## config.mk

```make
export PLATFORM = sky130hd
export DESIGN_NAME = demux_2_to_1_sched_flat
export DESIGN_NICKNAME = d
export VERILOG_FILES = /design/src/rtl/demux_2_to_1_sched_pkg.sv /design/src/rtl/demux_2_to_1_sched_if.sv /design/src/rtl/demux_2_to_1_sched_dest_sel.sv /design/src/rtl/demux_2_to_1_sched.sv /design/src/flat_wrapper.sv
export SDC_FILE = /design/constraint.sdc
export NUM_CORES = 1
export LEC_CHECK = 0
export ABC_AREA = 1
export CAP_MARGIN = 20
export CORE_UTILIZATION = 40
export CTS_CLUSTER_DIAMETER = 120
export DETAILED_ROUTE_END_ITERATION = 6
export PLACE_DENSITY = 0.81
export SYNTH_ARGS = -nofsm -noshare
export SYNTH_HDL_FRONTEND = slang
export SYNTH_SLANG_ARGS = --single-unit
```

## constraint.sdc

```tcl
create_clock -name clk -period 1.6 [get_ports clk]
set_input_delay 0.24 -clock clk [delete_from_list [all_inputs] [get_ports clk]]
set_output_delay 0.24 -clock clk [all_outputs]
set_load 0.02 [all_outputs]
```

## src/rtl/demux_2_to_1_sched_pkg.sv

```systemverilog
// Shared types for the 2-output demux scheduler.
package demux_sched_pkg;

    typedef enum logic [1:0] {
        MODE_SEL   = 2'b00,
        MODE_ALT   = 2'b01,
        MODE_BURST = 2'b10,
        MODE_RSVD  = 2'b11
    } mode_t;

    typedef enum logic {
        EMPTY = 1'b0,
        FULL  = 1'b1
    } state_t;

    // Alternate and burst policies take their destination from the pointer;
    // the external-select and reserved encodings take it from S.
    function automatic logic uses_ptr(input mode_t m);
        return (m == MODE_ALT) || (m == MODE_BURST);
    endfunction

endpackage

```

## src/rtl/demux_2_to_1_sched_if.sv

```systemverilog
// Producer and two-consumer valid/ready handshake bundle.
interface demux_sched_if #(
    parameter int unsigned WIDTH = 8
);
    logic             in_valid;
    logic [WIDTH-1:0] in_data;
    logic             in_ready;
    logic             y0_valid;
    logic [WIDTH-1:0] y0_data;
    logic             y0_ready;
    logic             y1_valid;
    logic [WIDTH-1:0] y1_data;
    logic             y1_ready;

    // Environment side: produces words, consumes both channels.
    modport master (
        output in_valid, in_data, y0_ready, y1_ready,
        input  in_ready, y0_valid, y0_data, y1_valid, y1_data
    );

    // Controller side.
    modport slave (
        input  in_valid, in_data, y0_ready, y1_ready,
        output in_ready, y0_valid, y0_data, y1_valid, y1_data
    );
endinterface

```

## src/rtl/demux_2_to_1_sched_dest_sel.sv

```systemverilog
// Destination selector: alternation pointer, burst counter, mode-change detect.
module demux_dest_sel
    import demux_sched_pkg::*;
#(
    parameter int unsigned BURST = 4
) (
    input  logic       clk,
    input  logic       rst,
    input  logic [1:0] MODE,
    input  logic       S,
    input  logic       accept,
    output logic       next_dest
);
    localparam int unsigned CW = (BURST > 1) ? $clog2(BURST) : 1;
    localparam logic [CW-1:0] BCNT_LAST = CW'(BURST - 1);

    mode_t          mode;
    mode_t          mode_prev;
    logic           mode_chg;
    logic           ptr;
    logic           ptr_eff;
    logic [CW-1:0]  bcnt;
    logic [CW-1:0]  bcnt_eff;

    assign mode = mode_t'(MODE);

    // A mode change restarts ptr/bcnt in the same cycle, so an accept
    // coinciding with the change already sees the cleared values.
    always_comb begin
        mode_chg  = (mode != mode_prev);
        ptr_eff   = mode_chg ? 1'b0 : ptr;
        bcnt_eff  = mode_chg ? '0 : bcnt;
        next_dest = uses_ptr(mode) ? ptr_eff : S;
    end

    // Pointer / burst counter advance on each accepted word.
    always_ff @(posedge clk) begin
        if (rst) begin
            ptr       <= 1'b0;
            bcnt      <= '0;
            mode_prev <= MODE_SEL;
        end else begin
            mode_prev <= mode;
            ptr       <= ptr_eff;
            bcnt      <= bcnt_eff;
            if (accept) begin
                case (mode)
                    MODE_ALT: ptr <= ~ptr_eff;
                    MODE_BURST: begin
                        if (bcnt_eff == BCNT_LAST) begin
                            bcnt <= '0;
                            ptr  <= ~ptr_eff;
                        end else begin
                            bcnt <= bcnt_eff + CW'(1);
                        end
                    end
                    default: ;
                endcase
            end
        end
    end

endmodule

```

## src/rtl/demux_2_to_1_sched.sv

```systemverilog
// Single-entry scheduling front end sharing one word stream between Y0 and Y1.
module demux_2_to_1_sched
    import demux_sched_pkg::*;
#(
    parameter int unsigned WIDTH = 8,
    parameter int unsigned BURST = 4
) (
    input  logic          clk,
    input  logic          rst,
    input  logic [1:0]    MODE,
    input  logic          S,
    demux_sched_if.slave  bus,
    output logic          dest,
    output logic          busy
);
    state_t           state_q;
    state_t           state_d;
    logic [WIDTH-1:0] data_q;
    logic             dest_q;
    logic             sel_dest;
    logic             drain;
    logic             accept;
    logic             in_ready;
    logic             full;

    demux_dest_sel #(
        .BURST (BURST)
    ) u_dest_sel (
        .clk       (clk),
        .rst       (rst),
        .MODE      (MODE),
        .S         (S),
        .accept    (accept),
        .next_dest (sel_dest)
    );

    // Handshake and next-state: a full register may accept while it drains.
    always_comb begin
        state_d  = state_q;
        drain    = (state_q == FULL) && (dest_q ? bus.y1_ready : bus.y0_ready);
        in_ready = !rst && ((state_q == EMPTY) || drain);
        accept   = bus.in_valid && in_ready;
        if (accept) begin
            state_d = FULL;
        end else if (drain) begin
            state_d = EMPTY;
        end
    end

    // Holding register: loads on accept, clears when emptied.
    always_ff @(posedge clk) begin
        if (rst) begin
            state_q <= EMPTY;
            data_q  <= '0;
            dest_q  <= 1'b0;
        end else begin
            state_q <= state_d;
            if (accept) begin
                data_q <= bus.in_data;
                dest_q <= sel_dest;
            end else if (drain) begin
                data_q <= '0;
                dest_q <= 1'b0;
            end
        end
    end

    // Output gating: only the held word's channel sees valid/data.
    always_comb begin
        full         = (state_q == FULL);
        bus.in_ready = in_ready;
        bus.y0_valid = full && !dest_q;
        bus.y1_valid = full && dest_q;
        bus.y0_data  = (full && !dest_q) ? data_q : '0;
        bus.y1_data  = (full && dest_q) ? data_q : '0;
        dest         = full && dest_q;
        busy         = full;
    end

endmodule

```

## src/flat_wrapper.sv

```systemverilog
// flat-port wrapper written by rule: the top's interface ports become plain ports
module demux_2_to_1_sched_flat import demux_sched_pkg::*;
#(
    parameter int unsigned WIDTH = 8,
    parameter int unsigned BURST = 4
)
  (clk, rst, MODE, S, dest, busy, bus_in_valid, bus_in_data, bus_y0_ready, bus_y1_ready, bus_in_ready, bus_y0_valid, bus_y0_data, bus_y1_valid, bus_y1_data);
  demux_sched_if #(.WIDTH(WIDTH)) bus_i ();
  input  logic clk;
  input  logic rst;
  input  logic [1:0] MODE;
  input  logic S;
  output logic dest;
  output logic busy;
  input wire logic [$bits(bus_i.in_valid)-1:0] bus_in_valid;
  input wire logic [$bits(bus_i.in_data)-1:0] bus_in_data;
  input wire logic [$bits(bus_i.y0_ready)-1:0] bus_y0_ready;
  input wire logic [$bits(bus_i.y1_ready)-1:0] bus_y1_ready;
  output wire logic [$bits(bus_i.in_ready)-1:0] bus_in_ready;
  output wire logic [$bits(bus_i.y0_valid)-1:0] bus_y0_valid;
  output wire logic [$bits(bus_i.y0_data)-1:0] bus_y0_data;
  output wire logic [$bits(bus_i.y1_valid)-1:0] bus_y1_valid;
  output wire logic [$bits(bus_i.y1_data)-1:0] bus_y1_data;
  assign bus_i.in_valid = bus_in_valid;
  assign bus_i.in_data = bus_in_data;
  assign bus_i.y0_ready = bus_y0_ready;
  assign bus_i.y1_ready = bus_y1_ready;
  assign bus_in_ready = bus_i.in_ready;
  assign bus_y0_valid = bus_i.y0_valid;
  assign bus_y0_data = bus_i.y0_data;
  assign bus_y1_valid = bus_i.y1_valid;
  assign bus_y1_data = bus_i.y1_data;
  demux_2_to_1_sched #(.WIDTH(WIDTH), .BURST(BURST)) u_core (.clk(clk), .rst(rst), .MODE(MODE), .S(S), .bus(bus_i), .dest(dest), .busy(busy));
endmodule
```

==> flow_metrics.py <==
metrics = {
    "outcome": {
        "outcome": "completed",
    },
    "setup_path": {
        "crit_path_start": "u_core.dest_q",
        "path_buf_inv": 2,
        "crit_path_start_kind": "flop",
        "worstPathRequired_ps": 1360,
        "reg2reg_from": "u_core.u_dest_sel.mode_prev[1]",
        "rrSetupSlack_ps": 140,
        "r2r_cells": 12,
        "endpoint_kind": "output pin",
        "worst_path_max_delay_cell": "dfxtp_2",
        "cp_top_family": "buffers and inverters",
        "cp_cell_sequence": "inv_1 > nand2_2 > nor2_1 > dlygate4sd2_1",
        "path_class": "flop to output pin",
        "max_stage_delay_ps": 350,
        "worstPathArrival_ps": 1300,
        "crit_path_max_fanout": 9,
        "regToRegEndpoint": "u_core.u_dest_sel.ptr",
    },
    "cts": {
        "clock_sinks": 15,
        "cts_root_buf": "clkbuf_4",
        "cts_buffers": 3,
        "clk_pin_slew_worst_paths_ps": 90,
        "htree_levels": 1,
        "clock_latency_ps": 290,
        "cts_tree": "done",
        "clockBufferDepth": 2,
    },
    "synthesis": {
        "yosysWarnings": 0,
        "syn_inst": 127,
        "synth-seq-cells": 15,
        "synth_cell_type_count": 17,
        "synth_area_um2": 826,
        "syn_area_per_cell_um2": 6.50,
        "syn_nets": 146,
        "ys_seq_area_share_pct": 36.4,
    },
    "min_path": {
        "holdPathEnd": "u_core.u_dest_sel.mode_prev[0]",
        "hp-start": "MODE[0]",
        "min_path_type": "input pin to flop",
        "hold_depth": 4,
    },
    "floorplanning": {
        "die_h_um": 47.4,
        "die_w_um": 47.4,
        "io_pins": 37,
        "die_area_mm2": 0.00225,
        "core_area_mm2": 0.00194,
        "initial_core_util_pct": 42.5,
        "num_rows": 16,
    },
    "global_route": {
        "grt_pass1_wl_mm": 3.15,
        "grt_pass1_vias": 794,
        "grt_max_degree": 13,
        "grt_use_total_pct": 20.1,
        "grt_overflow_total": 0,
        "grt_antenna_before_repair": 0,
    },
    "route": {
        "avgRoutedWirePerCell_um": 11.0,
        "wl_mm": 2.21,
        "antenna_left": 0,
        "via_per_inst": 4.85,
        "drt-pass1-iter-count": 4,
        "vias": 974,
        "drt_iter0_drc": 15,
        "drc": 0,
    },
    "power_and_ir_drop": {
        "p_comb_share_pct": 22.2,
        "p_leak_uw": 0.000646,
        "powerDensity_mw_per_mm2": 624,
        "ir_drop_uv": 384,
        "clockPowerShare_pct": 28.1,
        "seq_power_share_pct": 49.7,
        "p_sw_share_pct": 29.2,
        "power.internal_uw": 571,
        "p_sw_uw": 236,
    },
    "layout": {
        "syn2layout_area_growth_pct": 56.5,
        "fin_cells": 201,
        "nFillCells": 183,
        "drive_gt1_share_pct": 16.7,
        "final_util_pct": 66.6,
        "final_nets": 194,
        "diodes": 0,
        "register_area_um2": 303,
        "multi_input_area_um2": 435,
    },
    "timing": {
        "setup_viol": 0,
        "fmax_mhz": 651,
        "fin_setup_tns_ps": 0,
        "hold_slack_ps": 371,
        "slew_headroom_pct": 78.8,
        "min_period_ps": 1540,
        "rsz0062_at_grt": "false",
        "maxSlewViolCount": 0,
        "skew_ps": 2.57,
        "worst_pin_slew_ps": 318,
        "fin_crit_sh_pct": 96.0,
        "hold_viol_final": 0,
    },
    "placement": {
        "place.port_buffers": 36,
        "placed_cells": 197,
        "dp.final_hpwl_mm": 1.67,
        "gp_congestion": 0.735,
    },
    "run": {
        "cap_violations": 0,
    },
}
-- synth_stat cells, drive strengths merged --
library cell / n / area (um2)
nor2: 27 / 101
nand2: 22 / 82.6
inv: 20 / 75.1
nand3: 20 / 110
dfxtp: 15 / 300
a21oi: 10 / 50.1
buf: 3 / 23.8
ha: 3 / 37.5
nand4: 3 / 18.8
a21o: 1 / 7.51
and2: 1 / 6.26
clkbuf: 1 / 3.75
xnor2: 1 / 8.76
-- kinds of logic after synthesis --
family          count (synthesis)  synth area share (%)
flops                          15                  36.4
buf+inv                        24                  12.4
xor+xnor                        1                  1.06
simple gates                   73                  38.6
fa+ha+maj                       3                  4.55
compound gates                 11                  6.97
-- state kept, by name, summed over array words and instances (netlist names) --
| name | flops |
|---|---|
| u_core.u_dest_sel.bcnt | 2 |
| u_core.dest_q | 1 |
| u_core.busy | 1 |
| u_core.u_dest_sel.mode_prev | 2 |
| u_core.data_q | 8 |
| u_core.u_dest_sel.ptr | 1 |
-- timing repair --
item	in CTS	in global routing
setup endpoints to repair	22	13
cloned	0	0
setup buffers	0	0
hold buffers	0	0
gates resized for setup	29	19
pin swaps	0	0
-- through the flow --
step	setup slack [ps]	cell area, um2	power (uW)
2_1_floorplan	222	826	496
3_3_place_gp	-229	1270	583
3_5_place_dp	-322	1270	589
4_1_cts	9.37	1290	815
5_1_grt	5.66	1290	846
6_report	63.5	1290	807
-- per-layer routing --
layer,GRT usage (%),routed length [um],share of wire (%),up-vias
met5,0,0,0,-
met3,2.26,160,7.2,9
li1,-,-,-,493
met2,39.7,1120,51,42
met1,20.3,878,40,430
met4,10.3,52,2.4,0
-- how the worst max path moves through the flow --
| stage | end | slack (ps) | depth (start not counted) |
|---|---|---|---|
| after global placement | u_core.u_dest_sel.ptr | -230 | 13 |
| after detailed placement | u_core.u_dest_sel.ptr | -320 | 13 |
| after floorplan | u_core.u_dest_sel.ptr | 220 | 12 |
| after global routing | bus_y1_data[1] | 6 | 3 |
| after CTS | bus_in_ready | 9 | 5 |
| final | bus_y0_data[7] | 60 | 4 |
-- area by class of cell --
cell class | instances | area share (%)
well taps | 27 | 2.61
flip-flops and latches | 15 | 23.4
clock inverters | 1 | 0.387
multi-input cells | 88 | 33.7
clock buffers | 3 | 1.74
inverters | 20 | 5.81
repair buffers | 47 | 32.3
-- power by group through the flow --
stage               registers (uW)  clock network, uW  logic (uW)
floorplan                      408                  0        87.3
global placement               407                  0         176
detailed placement             407                  0         182
CTS                            400                238         177
global route                   403                247         196
finish                         401                227         179
-- layout by cell type (no fill, tap or decap) --
cell / netlist / final
nand2_1: 22 / 20
clkdlybuf4s15_1: 0 / 8
and2_1: 1 / 1
nand2_2: 0 / 2
nor2_1: 27 / 27
a21o_1: 1 / 1
clkbuf_4: 0 / 3
clkbuf_2: 0 / 4
dfxtp_2: 0 / 2
nand3_2: 2 / 2
ha_1: 3 / 3
nand4_1: 3 / 3
dlygate4sd2_1: 0 / 8
a21oi_1: 10 / 10
nand3_1: 18 / 18
inv_2: 1 / 1
dlymetal6s2s_1: 0 / 1
clkdlybuf4s50_1: 0 / 13
inv_1: 19 / 19
xnor2_2: 0 / 1
dfxtp_1: 15 / 13
clkdlybuf4s15_2: 0 / 2
buf_4: 1 / 11
clkinv_2: 0 / 1
-- worst register-to-register path: stages, from the launching register on --
cell	delay, ps
dfxtp_2	340
inv_1	40
nand2_1	50
nand2_1	70
and2_1	170
nand2_1	80
inv_1	50
ha_1	200
a21o_1	150
nand2_1	60
nand2_1	50
nor2_1	80
nor2_1	40
No activity file was read; power rests on OpenSTA's default activity.
